## config.mk

```make
export PLATFORM = sky130hd
export DESIGN_NAME = aes_key_expand
export DESIGN_NICKNAME = d
export VERILOG_FILES = /design/src/rtl/aes_key_expand_pkg.sv /design/src/rtl/aes_key_expand_sbox.sv /design/src/rtl/rom_rc.sv /design/src/rtl/aes_key_expand.sv
export SDC_FILE = /design/constraint.sdc
export NUM_CORES = 2
export LEC_CHECK = 0
export ABC_CLOCK_PERIOD_IN_PS = 16250
export BUFFER_PORTS_ARGS = -buffer_cell sky130_fd_sc_hd__buf_2
export CAP_MARGIN = 20
export CORE_MARGIN = 3
export CORE_UTILIZATION = 60
export CTS_BUF_LIST = sky130_fd_sc_hd__clkbuf_8
export DETAILED_ROUTE_END_ITERATION = 7
export PLACE_DENSITY = 0.8
export SLEW_MARGIN = 20
export SYNTH_ARGS = -nofsm -noshare
export SYNTH_HDL_FRONTEND = slang
export SYNTH_SLANG_ARGS = --single-unit
export TNS_END_PERCENT = 20
```

## constraint.sdc

```tcl
create_clock -name clk_i -period 16.25 [get_ports clk_i]
set_clock_uncertainty 0.2 [all_clocks]
set_input_delay 2.4375 -clock clk_i [delete_from_list [all_inputs] [get_ports clk_i]]
set_output_delay 2.4375 -clock clk_i [all_outputs]
set_load 0.005 [all_outputs]
```

## src/rtl/aes_key_expand_pkg.sv

```systemverilog
// Shared types, constants and GF(2^8) helpers for the AES-128 key-schedule block.
package aes_key_expand_pkg;

    typedef enum logic [0:0] {
        ST_IDLE   = 1'b0,
        ST_EXPAND = 1'b1
    } state_e;

    localparam int NUM_ROUNDS = 10;
    localparam int WORD_W     = 32;
    localparam int KEY_W      = 128;

    localparam logic [3:0] LAST_ROUND = 4'd10;

    // Multiply in GF(2^8) modulo the AES polynomial x^8+x^4+x^3+x+1.
    function automatic logic [7:0] gf_mul(input logic [7:0] a, input logic [7:0] b);
        logic [7:0] p;
        logic [7:0] x;
        p = 8'h00;
        x = a;
        for (int i = 0; i < 8; i++) begin
            p = b[i] ? (p ^ x) : p;
            x = x[7] ? ({x[6:0], 1'b0} ^ 8'h1b) : {x[6:0], 1'b0};
        end
        return p;
    endfunction

    // Multiplicative inverse as a^254; zero maps to zero as the S-box requires.
    function automatic logic [7:0] gf_inv(input logic [7:0] a);
        logic [7:0] sq;
        logic [7:0] acc;
        sq  = a;
        acc = 8'h01;
        for (int i = 1; i < 8; i++) begin
            sq  = gf_mul(sq, sq);
            acc = gf_mul(acc, sq);
        end
        return acc;
    endfunction

endpackage

```

## src/rtl/aes_key_expand_sbox.sv

```systemverilog
// Combinational AES S-box: field inverse followed by the affine transform.
module aes_sbox
    import aes_key_expand_pkg::*;
(
    input  logic [7:0] i_byte,
    output logic [7:0] o_byte
);

    logic [7:0] w_inv;

    assign w_inv  = gf_inv(i_byte);
    assign o_byte = w_inv
                  ^ {w_inv[6:0], w_inv[7]}
                  ^ {w_inv[5:0], w_inv[7:6]}
                  ^ {w_inv[4:0], w_inv[7:5]}
                  ^ {w_inv[3:0], w_inv[7:4]}
                  ^ 8'h63;

endmodule

```

## src/rtl/rom_rc.sv

```systemverilog
// Round-constant ROM: addresses 1..10 hold the AES rcon bytes, all others read zero.
module rom_rc #(
    parameter int width_p      = 8,
    parameter int addr_width_p = 4
) (
    input  logic [addr_width_p-1:0] addr_i,
    output logic [width_p-1:0]      data_o
);

    logic [7:0] w_byte;

    // Constant lookup table.
    always_comb begin
        w_byte = 8'h00;
        case (addr_i)
            addr_width_p'(1):  w_byte = 8'h01;
            addr_width_p'(2):  w_byte = 8'h02;
            addr_width_p'(3):  w_byte = 8'h04;
            addr_width_p'(4):  w_byte = 8'h08;
            addr_width_p'(5):  w_byte = 8'h10;
            addr_width_p'(6):  w_byte = 8'h20;
            addr_width_p'(7):  w_byte = 8'h40;
            addr_width_p'(8):  w_byte = 8'h80;
            addr_width_p'(9):  w_byte = 8'h1b;
            addr_width_p'(10): w_byte = 8'h36;
            default:           w_byte = 8'h00;
        endcase
    end

    assign data_o = width_p'(w_byte);

endmodule

```

## src/rtl/aes_key_expand.sv

```systemverilog
// AES-128 key schedule: emits round keys 0..10 one per consumer handshake.
module aes_key_expand
    import aes_key_expand_pkg::*;
#(
    parameter int key_width_p     = 128,
    parameter int rc_addr_width_p = 4
) (
    input  logic                   clk_i,
    input  logic                   reset_n_i,
    input  logic [key_width_p-1:0] key_i,
    input  logic                   key_v_i,
    output logic                   key_ready_o,
    output logic [key_width_p-1:0] round_key_o,
    output logic [3:0]             round_idx_o,
    output logic                   v_o,
    input  logic                   yumi_i
);

    state_e                     r_state;
    state_e                     w_state_nxt;
    logic [KEY_W-1:0]           r_round_key;
    logic [3:0]                 r_round;
    logic                       w_load;
    logic                       w_adv;
    logic [rc_addr_width_p-1:0] w_rc_addr;
    logic [7:0]                 w_rc;
    logic [WORD_W-1:0]          w_rot;
    logic [WORD_W-1:0]          w_sub;
    logic [WORD_W-1:0]          w_temp;
    logic [WORD_W-1:0]          w_w0;
    logic [WORD_W-1:0]          w_w1;
    logic [WORD_W-1:0]          w_w2;
    logic [WORD_W-1:0]          w_w3;

    assign w_rc_addr = rc_addr_width_p'(r_round + 4'd1);

    rom_rc #(
        .width_p      (8),
        .addr_width_p (rc_addr_width_p)
    ) u_rom_rc (
        .addr_i (w_rc_addr),
        .data_o (w_rc)
    );

    assign w_rot = {r_round_key[23:0], r_round_key[31:24]};

    for (genvar g = 0; g < 4; g++) begin : g_sbox
        aes_sbox u_sbox (
            .i_byte (w_rot[8*g +: 8]),
            .o_byte (w_sub[8*g +: 8])
        );
    end

    assign w_temp = w_sub ^ {w_rc, 24'h000000};
    assign w_w0   = r_round_key[127:96] ^ w_temp;
    assign w_w1   = r_round_key[95:64]  ^ w_w0;
    assign w_w2   = r_round_key[63:32]  ^ w_w1;
    assign w_w3   = r_round_key[31:0]   ^ w_w2;

    // Next-state and datapath control decode.
    always_comb begin
        w_state_nxt = r_state;
        w_load      = 1'b0;
        w_adv       = 1'b0;
        case (r_state)
            ST_IDLE: begin
                if (key_v_i) begin
                    w_load      = 1'b1;
                    w_state_nxt = ST_EXPAND;
                end else begin
                    w_state_nxt = ST_IDLE;
                end
            end
            ST_EXPAND: begin
                if (yumi_i && (r_round == LAST_ROUND)) begin
                    w_state_nxt = ST_IDLE;
                end else if (yumi_i) begin
                    w_adv = 1'b1;
                end else begin
                    w_state_nxt = ST_EXPAND;
                end
            end
            default: begin
                w_state_nxt = ST_IDLE;
            end
        endcase
    end

    // State, round counter and round-key registers.
    always_ff @(posedge clk_i or negedge reset_n_i) begin
        if (!reset_n_i) begin
            r_state     <= ST_IDLE;
            r_round     <= 4'd0;
            r_round_key <= {KEY_W{1'b0}};
        end else begin
            r_state <= w_state_nxt;
            if (w_load) begin
                r_round     <= 4'd0;
                r_round_key <= key_i;
            end else if (w_adv) begin
                r_round     <= r_round + 4'd1;
                r_round_key <= {w_w0, w_w1, w_w2, w_w3};
            end
        end
    end

    assign key_ready_o = (r_state == ST_IDLE);
    assign v_o         = (r_state == ST_EXPAND);
    assign round_key_o = r_round_key;
    assign round_idx_o = r_round;

endmodule

```

======== After elaboration in Yosys (flattened, before gate mapping) ========
Memory sizes are Yosys's and may differ from the RTL's.
Index checks and enable logic that the tools add are counted.
cells by class
  $add $sub $neg .......................... 1
  equality and inequality tests ........... 1
  multiplexer cells ....................... 823
  bitwise logic cells ..................... 782
  reductions and logical operators ........ 2
operator list
  cell                   count
  $mux W8                420
  $xor A8 B8 Y8          380
  $mux W5                368
  $not A4 Y4             368
  $mux W128              2
  $xor A32 B32 Y32       5
  $mux W7                4
  $not A1 Y1 const A     28
  $mux W4                6
  $mux W6                4
  $mux W3                4
  $mux W1                10
  $mux W2                4
  $add A4 B1 Y4 const B  1
  $eq A4 B4 Y1 const B   1
  $pmux W1 S2            1
  $reduce_bool A2 Y1     1
  $logic_and A1 B1 Y1    1
  $not A1 Y1             1
storage, ports and cells
  flip-flop bits (word level) ............. 133
  memory bits (read-only) ................. 128
  bits of input ports ..................... 132
  output and inout bits ................... 134
  logic and storage cells ................. 1613
  memories kept ........................... 1
memory list
  memory           depth  bits a word  rd ports  clocked after memory_dff  write ports  line          source
  (no name shown)  16     8            1         0                         0            rom_rc.sv:15  case (addr_i)

======== Depth between registers and ports, before layout ========
  depth in word-level cells ............... 139
  gate-level depth with buffers ........... 71
  depth with buffers taken out ............ 58

======== Modules after synthesis ========
From an unflattened synthesis, not the netlist that was laid out.
second synthesis, totals
  cells, all modules ...................... 8491
  area, all modules ....................... 65101.2 um^2
modules (own cells, without submodules)
  module          instances  cells each  area each (um^2)  sequential area each (um^2)
  aes_sbox        4          1949        14396.3           0.0
  aes_key_expand  1          677         7365.8            3328.2
  rom_rc          1          18          150.1             0.0

======== Worst setup path before layout ========
OpenSTA, ideal clock, no wires.
  path type ............................... reg2reg
  start ................................... register r_round_key[23] (netlist: round_key_o[23])
  end ..................................... register r_round_key[28] (netlist: round_key_o[28])
  library setup time ...................... 0.069 ns
  arrival ................................. 15.292 ns
  required time ........................... 15.981 ns
  path slack .............................. 0.689 ns
  stages on the path, launching flop included .. 65
  buffers on the path ..................... 9
  clock period less this slack ............ 15.561 ns
  cells stage by stage .................... dfrtp_1 ha_1 buf_4 nand2_1 xnor2_1 inv_1 clkbuf_1 clkbuf_1 ha_1 clkbuf_1 xnor2_2 xnor2_1 nor2_2 xor3_2 xnor2_4 inv_2 clkbuf_1 ha_1 (+29 left out) xnor3_1 and2_1 o32ai_2 xnor2_1 xnor3_1 xor3_1 xnor3_2 nor2_1 xnor2_1 xnor3_1 xnor3_2 xnor2_2 xnor2_1 xnor2_1 xnor2_1 xnor3_1 or3_1 nand3_1
on the way
  cells in the longest elaborated chain, start to end .. 134
  elaborated cells on any way between the ends .. 395
  classes of those cells .................. mux (205); bitwise (190)
ends and longest elaborated chain
  item                                       line                                                source
  from (decl)                                aes_key_expand.sv:21                                logic [KEY_W-1:0] r_round_key;
  from (signal assigned)                     aes_key_expand.sv:94                                r_round_key <= {KEY_W{1'b0}};
  from (signal assigned)                     aes_key_expand.sv:99                                r_round_key <= key_i;
  from (signal assigned)                     aes_key_expand.sv:102                               r_round_key <= {w_w0, w_w1, w_w2, w_w3};
  $mux W5 / $mux W8 (equally long branches)  aes_key_expand_pkg.sv:23, aes_key_expand_pkg.sv:22
  $xor A8 B8 Y8                              aes_key_expand_pkg.sv:22                            p = b[i] ? (p ^ x) : p;
  $mux W8                                    aes_key_expand_pkg.sv:22
  $xor A8 B8 Y8                              aes_key_expand_pkg.sv:22
  $mux W8                                    aes_key_expand_pkg.sv:22
  $xor A8 B8 Y8                              aes_key_expand_pkg.sv:22
  $mux W8                                    aes_key_expand_pkg.sv:22
  $xor A8 B8 Y8                              aes_key_expand_pkg.sv:22
  (+118 left out)                            n/a
  $xor A8 B8 Y8 *                            aes_key_expand_sbox.sv:16                           ^ {w_inv[3:0], w_inv[7:4]}
  $xor A32 B32 Y32 *                         aes_key_expand.sv:54                                assign w_temp = w_sub ^ {w_rc, 24'h000000};
  $xor A32 B32 Y32 *                         aes_key_expand.sv:55                                assign w_w0 = r_round_key[127:96] ^ w_temp;
  $xor A32 B32 Y32 *                         aes_key_expand.sv:56                                assign w_w1 = r_round_key[95:64] ^ w_w0;
  $xor A32 B32 Y32 *                         aes_key_expand.sv:57                                assign w_w2 = r_round_key[63:32] ^ w_w1;
  $xor A32 B32 Y32 *                         aes_key_expand.sv:58                                assign w_w3 = r_round_key[31:0] ^ w_w2;
  $mux W128 *                                aes_key_expand.sv:100                               end else if (w_adv) begin
  $mux W128 *                                aes_key_expand.sv:97                                if (w_load) begin
Every way passes the cells marked *; elsewhere a longest branch is shown, timed or not. The select of a mux whose other input is x is not followed.
A chain may end at the register's enable or synchronous reset.

======== Final worst setup path ========
  start ................................... register r_round_key[22] (netlist: round_key_o[22])
  end ..................................... register r_round_key[29] (netlist: round_key_o[29])
on the way
  cells in the longest elaborated chain, start to end .. 134
  elaborated cells on any way between the ends .. 394
  classes of those cells .................. mux (204); bitwise (190)
ends and longest elaborated chain
  item                                             line
  $xor A8 B8 Y8 / $mux W8 (equally long branches)  aes_key_expand_pkg.sv:22
  $mux W8 / $xor A8 B8 Y8 (equally long branches)  aes_key_expand_pkg.sv:22
  $xor A8 B8 Y8 / $mux W8 (equally long branches)  aes_key_expand_pkg.sv:22
  $mux W8 / $xor A8 B8 Y8 (equally long branches)  aes_key_expand_pkg.sv:22
  $xor A8 B8 Y8 / $mux W8 (equally long branches)  aes_key_expand_pkg.sv:22
  $mux W8 / $xor A8 B8 Y8 (equally long branches)  aes_key_expand_pkg.sv:22
  $xor A8 B8 Y8 / $mux W8 (equally long branches)  aes_key_expand_pkg.sv:22
  $mux W8 / $xor A8 B8 Y8 (equally long branches)  aes_key_expand_pkg.sv:22
  (+118 left out)                                  n/a
  $not A4 Y4 (no source line) *                    n/a
  $xor A32 B32 Y32 *                               aes_key_expand.sv:54
  $xor A32 B32 Y32 *                               aes_key_expand.sv:55
  $xor A32 B32 Y32 *                               aes_key_expand.sv:56
  $xor A32 B32 Y32 *                               aes_key_expand.sv:57
  $xor A32 B32 Y32 *                               aes_key_expand.sv:58
  $mux W128 *                                      aes_key_expand.sv:100
  $mux W128 *                                      aes_key_expand.sv:97
Marks and branches as above.

==> summary by stage <==
STA
The final hold violation count is 0. Based on the critical path, the design can be clocked at up to approximately 64 MHz. The sum of negative setup slack is 0 ps. The worst pin sits at a relative slew slack of 0.242. The minimum clock period after layout is approximately 16,000 ps. In the finished design, the share of the clock period the worst path needs comes to 0.966. The final-report max-slew violation count came to 0. The number of failing setup endpoints in the final timing report is 0. At the pin with the least slew margin, the transition time is around 1100 ps.

Worst hold path
The worst min-delay path endpoint is round_key_o[99]. Counting instances, the worst hold path has a depth of 2. In this run the worst hold path is classified as register to register. The source of the worst hold timing path is round_key_o[99].

Layout
The library cells used most frequently in the layout, excluding fill and tap cells, are sky130_fd_sc_hd__xnor2_1, sky130_fd_sc_hd__nor2_1, sky130_fd_sc_hd__nand2_1. The most common library cell in the layout ignoring fill and taps is sky130_fd_sc_hd__xnor2_1. The number of cells in the finished layout apart from fillers is 10,300. The fraction of layout cells with a size suffix above 1 is 0.159. Relative to the synthesized area, the layout overhead comes to 11.9%. The net count of the finished layout is 9,068.

Place
The last weighted congestion value of the routability-driven placer is between 0.9 and 1. In this run, placement finished with an instance count of just over 10,000. The count of buffers inserted at the top-level ports is between 200 and 300. The placed wire-length estimate is 158,000 µm.

Worst setup path
The critical path arrival is between 15,000 and 20,000 ps. The worst setup path is launched from a register. Across all register-to-register paths, the minimum setup slack is roughly 560 ps. The endpoint identified for the worst register-to-register timing path is round_key_o[29]. The critical path class is register to register. Among all stages on the critical path, the largest delay is contributed by sky130_fd_sc_hd__xnor3_2. STA classifies the critical path endpoint as a register. The cell depth of the worst flop-to-flop path is 55.

STA puts the critical path data required time at roughly 17,000 ps. On the worst path, the slowest cell contributes a delay of around 670 ps. In this run the worst path has a maximum fanout of 19. The worst register-to-register path begins at round_key_o[22].

Synth
The number of enable flip-flop cells after synthesis is 0. The number of warning messages in the yosys log is 0. The number of nets produced by synthesis is between 8,000 and 9,000. For this run, the leading register cell type out of synthesis is sky130_fd_sc_hd__dfrtp_1. Of the synthesized area, sequential elements account for 0.0527. After synthesis, the share of flip-flops with an asynchronous set or reset is 1.00.

The post-synthesis average cell area is 7.33 µm². In this run, synthesis produced a sequential element count of between 100 and 150. The synthesized instance count is roughly 8,600.

After synthesis, the netlist uses approximately 120 different library cells. After synthesis the cells add up to approximately 63,000 µm².

Route
In the routed design, unresolved DRC markers number 0. The first-iteration detailed-routing DRC count is between 7,000 and 8,000. The vias per cell is approximately 6.2.

The routed via count is around 64,000. The final layout contains routed wiring with a total length of roughly 210,000 µm. In this run the remaining antenna-violating nets after routing total 0. The first detailed-routing pass ran for 8 iterations.

The post-detailed-route wirelength per cell is 20.6 µm.

Clock tree
At the later pin of the worst-skew pair, clock insertion delay measures ~600 ps. The buffer depth of the longest clock path is 2. The cell sitting at the root of the clock tree is a sky130_fd_sc_hd__clkbuf_8. The number of clock buffers added by TritonCTS is 17.

The level count of the clock H-tree is 4. The number of clock sinks seen by CTS is roughly 130. The clock-pin slew on the worst setup and hold paths is approximately 100 ps. The number of hold buffers added after CTS was 0. The TritonCTS clock tree is yes.

GRT
The residual overflow from global routing is 0. The initial antenna violation count is 7. The number of global-route vias before repair is 58,900. Across every metal layer, demand over resource in global routing totals 0.369. Entering global routing, the biggest net connects approximately 130 pins.

The first global-routing pass estimated about 330,000 µm of wire.

Floorplanning
The area of the die is about 110,000 µm². The number of primary I/O pins is 266. The effective utilization at floorplan is 0.607. The total area inside the core boundary comes to 104,000 µm². In this run the vertical extent of the chip is approximately 330 µm. The horizontal extent of the die is 330 µm. The number of core rows is roughly 120.

Status
The run finished with clean final reports.

Flow run
The max-capacitance violation count is 0.
[worst max path at each step]
| stage | start | endpoint | slack (ps) | cells past startpoint |
|---|---|---|---|---|
| 6_report | round_key_o[22] | round_key_o[29] | 560 | 55 |
| 3_5_place_dp | round_key_o[16] | round_key_o[28] | -350 | 56 |
| 4_1_cts | round_key_o[24] | round_key_o[35] | 60 | 56 |
| 2_1_floorplan | round_key_o[23] | round_key_o[28] | 690 | 64 |
| 5_1_grt | round_key_o[23] | round_key_o[29] | -110 | 56 |
| 3_3_place_gp | round_key_o[16] | round_key_o[88] | -40 | 55 |
[layout make-up]
| class | count | area [µm²] |
|---|---|---|
| fillers | 8912 | 33300 |
| well taps | 1380 | 1730 |
| repair buffers | 853 | 5840 |
| inverters | 104 | 390 |
| multi-input cells | 7802 | 58900 |
| flip-flops and latches | 133 | 3340 |
| clock buffers | 18 | 248 |
| clock inverters | 14 | 185 |
| diodes | 1 | 2.50 |
[cell usage after synthesis, types with 20 or more instances]
master                        n  area [µm²]
sky130_fd_sc_hd__a211o_1     20         175
sky130_fd_sc_hd__a211oi_1    63         473
sky130_fd_sc_hd__a21o_1      33         248
sky130_fd_sc_hd__a21oi_1    409        2050
sky130_fd_sc_hd__a221o_1     38         380
sky130_fd_sc_hd__a221oi_1    28         245
sky130_fd_sc_hd__a22oi_1     96         721
sky130_fd_sc_hd__a31oi_1     73         457
sky130_fd_sc_hd__a32oi_1     28         245
sky130_fd_sc_hd__and2_1      59         369
sky130_fd_sc_hd__and3_1      33         206
sky130_fd_sc_hd__buf_1       45         169
sky130_fd_sc_hd__buf_2      139         696
sky130_fd_sc_hd__buf_4       43         323
sky130_fd_sc_hd__clkbuf_1   336        1260
sky130_fd_sc_hd__dfrtp_1    133        3330
sky130_fd_sc_hd__ha_1        25         313
sky130_fd_sc_hd__inv_1       80         300
sky130_fd_sc_hd__mux2_2      40         450
sky130_fd_sc_hd__mux2i_1    171        1710
sky130_fd_sc_hd__nand2_1    924        3470
sky130_fd_sc_hd__nand2b_1    80         500
sky130_fd_sc_hd__nand3_1    161         806
sky130_fd_sc_hd__nand4_1     23         144
sky130_fd_sc_hd__nor2_1    1270        4770
sky130_fd_sc_hd__nor2b_1     68         425
sky130_fd_sc_hd__nor3_1     198         991
sky130_fd_sc_hd__o211a_1     22         220
sky130_fd_sc_hd__o211ai_1    67         503
sky130_fd_sc_hd__o21a_1      23         173
sky130_fd_sc_hd__o21ai_0    400        2000
sky130_fd_sc_hd__o21ai_1     54         270
sky130_fd_sc_hd__o22ai_1    132         826
sky130_fd_sc_hd__o31ai_1     25         188
sky130_fd_sc_hd__o32ai_1     27         236
sky130_fd_sc_hd__or2_2       29         181
sky130_fd_sc_hd__or3_1       52         325
sky130_fd_sc_hd__xnor2_1   1841       16100
sky130_fd_sc_hd__xnor2_2    104        1690
sky130_fd_sc_hd__xnor3_1    238        5360
sky130_fd_sc_hd__xor2_1     542        4750
sky130_fd_sc_hd__xor2_2      30         488
sky130_fd_sc_hd__xor3_1      25         594
[per-stage QoR]
| step | utilization | cell area, µm² | setup WS (ps) | hold WS, ps |
|---|---|---|---|---|
| 2_1_floorplan | - | 63100 | 689 | 326 |
| 3_3_place_gp | 0.653 | 67900 | -36.2 | 336 |
| 3_5_place_dp | 0.654 | 67900 | -348 | 334 |
| 4_1_cts | 0.660 | 68600 | 58.5 | 356 |
| 5_1_grt | 0.679 | 70600 | -108 | 389 |
| 6_report | 0.679 | 70600 | 560 | 355 |
[sequential cells by signal, indices dropped and copies added, names as in the netlist]
register and cells:
round_idx_o 4, round_key_o 128, v_o 1
[routing by layer]
metal	routed length [µm]	track usage	up-vias
li1	-	-	29900
met1	87400	0.506	30500
met2	95100	0.583	3468
met3	22500	0.0687	508
met4	7620	0.124	4
met5	24	0	-
[critical path, delay by kind of cell, from the launching register on]
family / cells / cell delay (ps)
DFF: 1 / 590
buffers and inverters: 5 / 1220
muxes: 3 / 820
AOI/OAI and AO/OA: 17 / 4540
xor gates and xnor gates: 18 / 5990
and+or+nand+nor: 12 / 2230
[kinds of logic (layout without fill, tap and decap cells)]
logic type               Yosys count  in the layout  share of synthesized area
flip-flops                       133            133                     0.0527
multiplexers                     222            222                     0.0368
AO/OA/AOI/OAI                   1745           1745                      0.180
XOR/XNOR                        2816           2818                      0.475
buffers and inverters            675            989                     0.0463
adder cells (fa/ha/maj)           26             26                    0.00512
other                              0              1                          0
AND/OR/NAND/NOR                 2990           2991                      0.204
[repair_timing]
item	in CTS	in global routing
gates resized for setup	31	203
pin swaps	3	47
setup endpoints to repair	38	127
cloned	0	3
buffers inserted	2	78
Power is left out: the tool's default activity adds up to more than one toggle a clock period on the data nets, which glitch-free logic cannot reach.
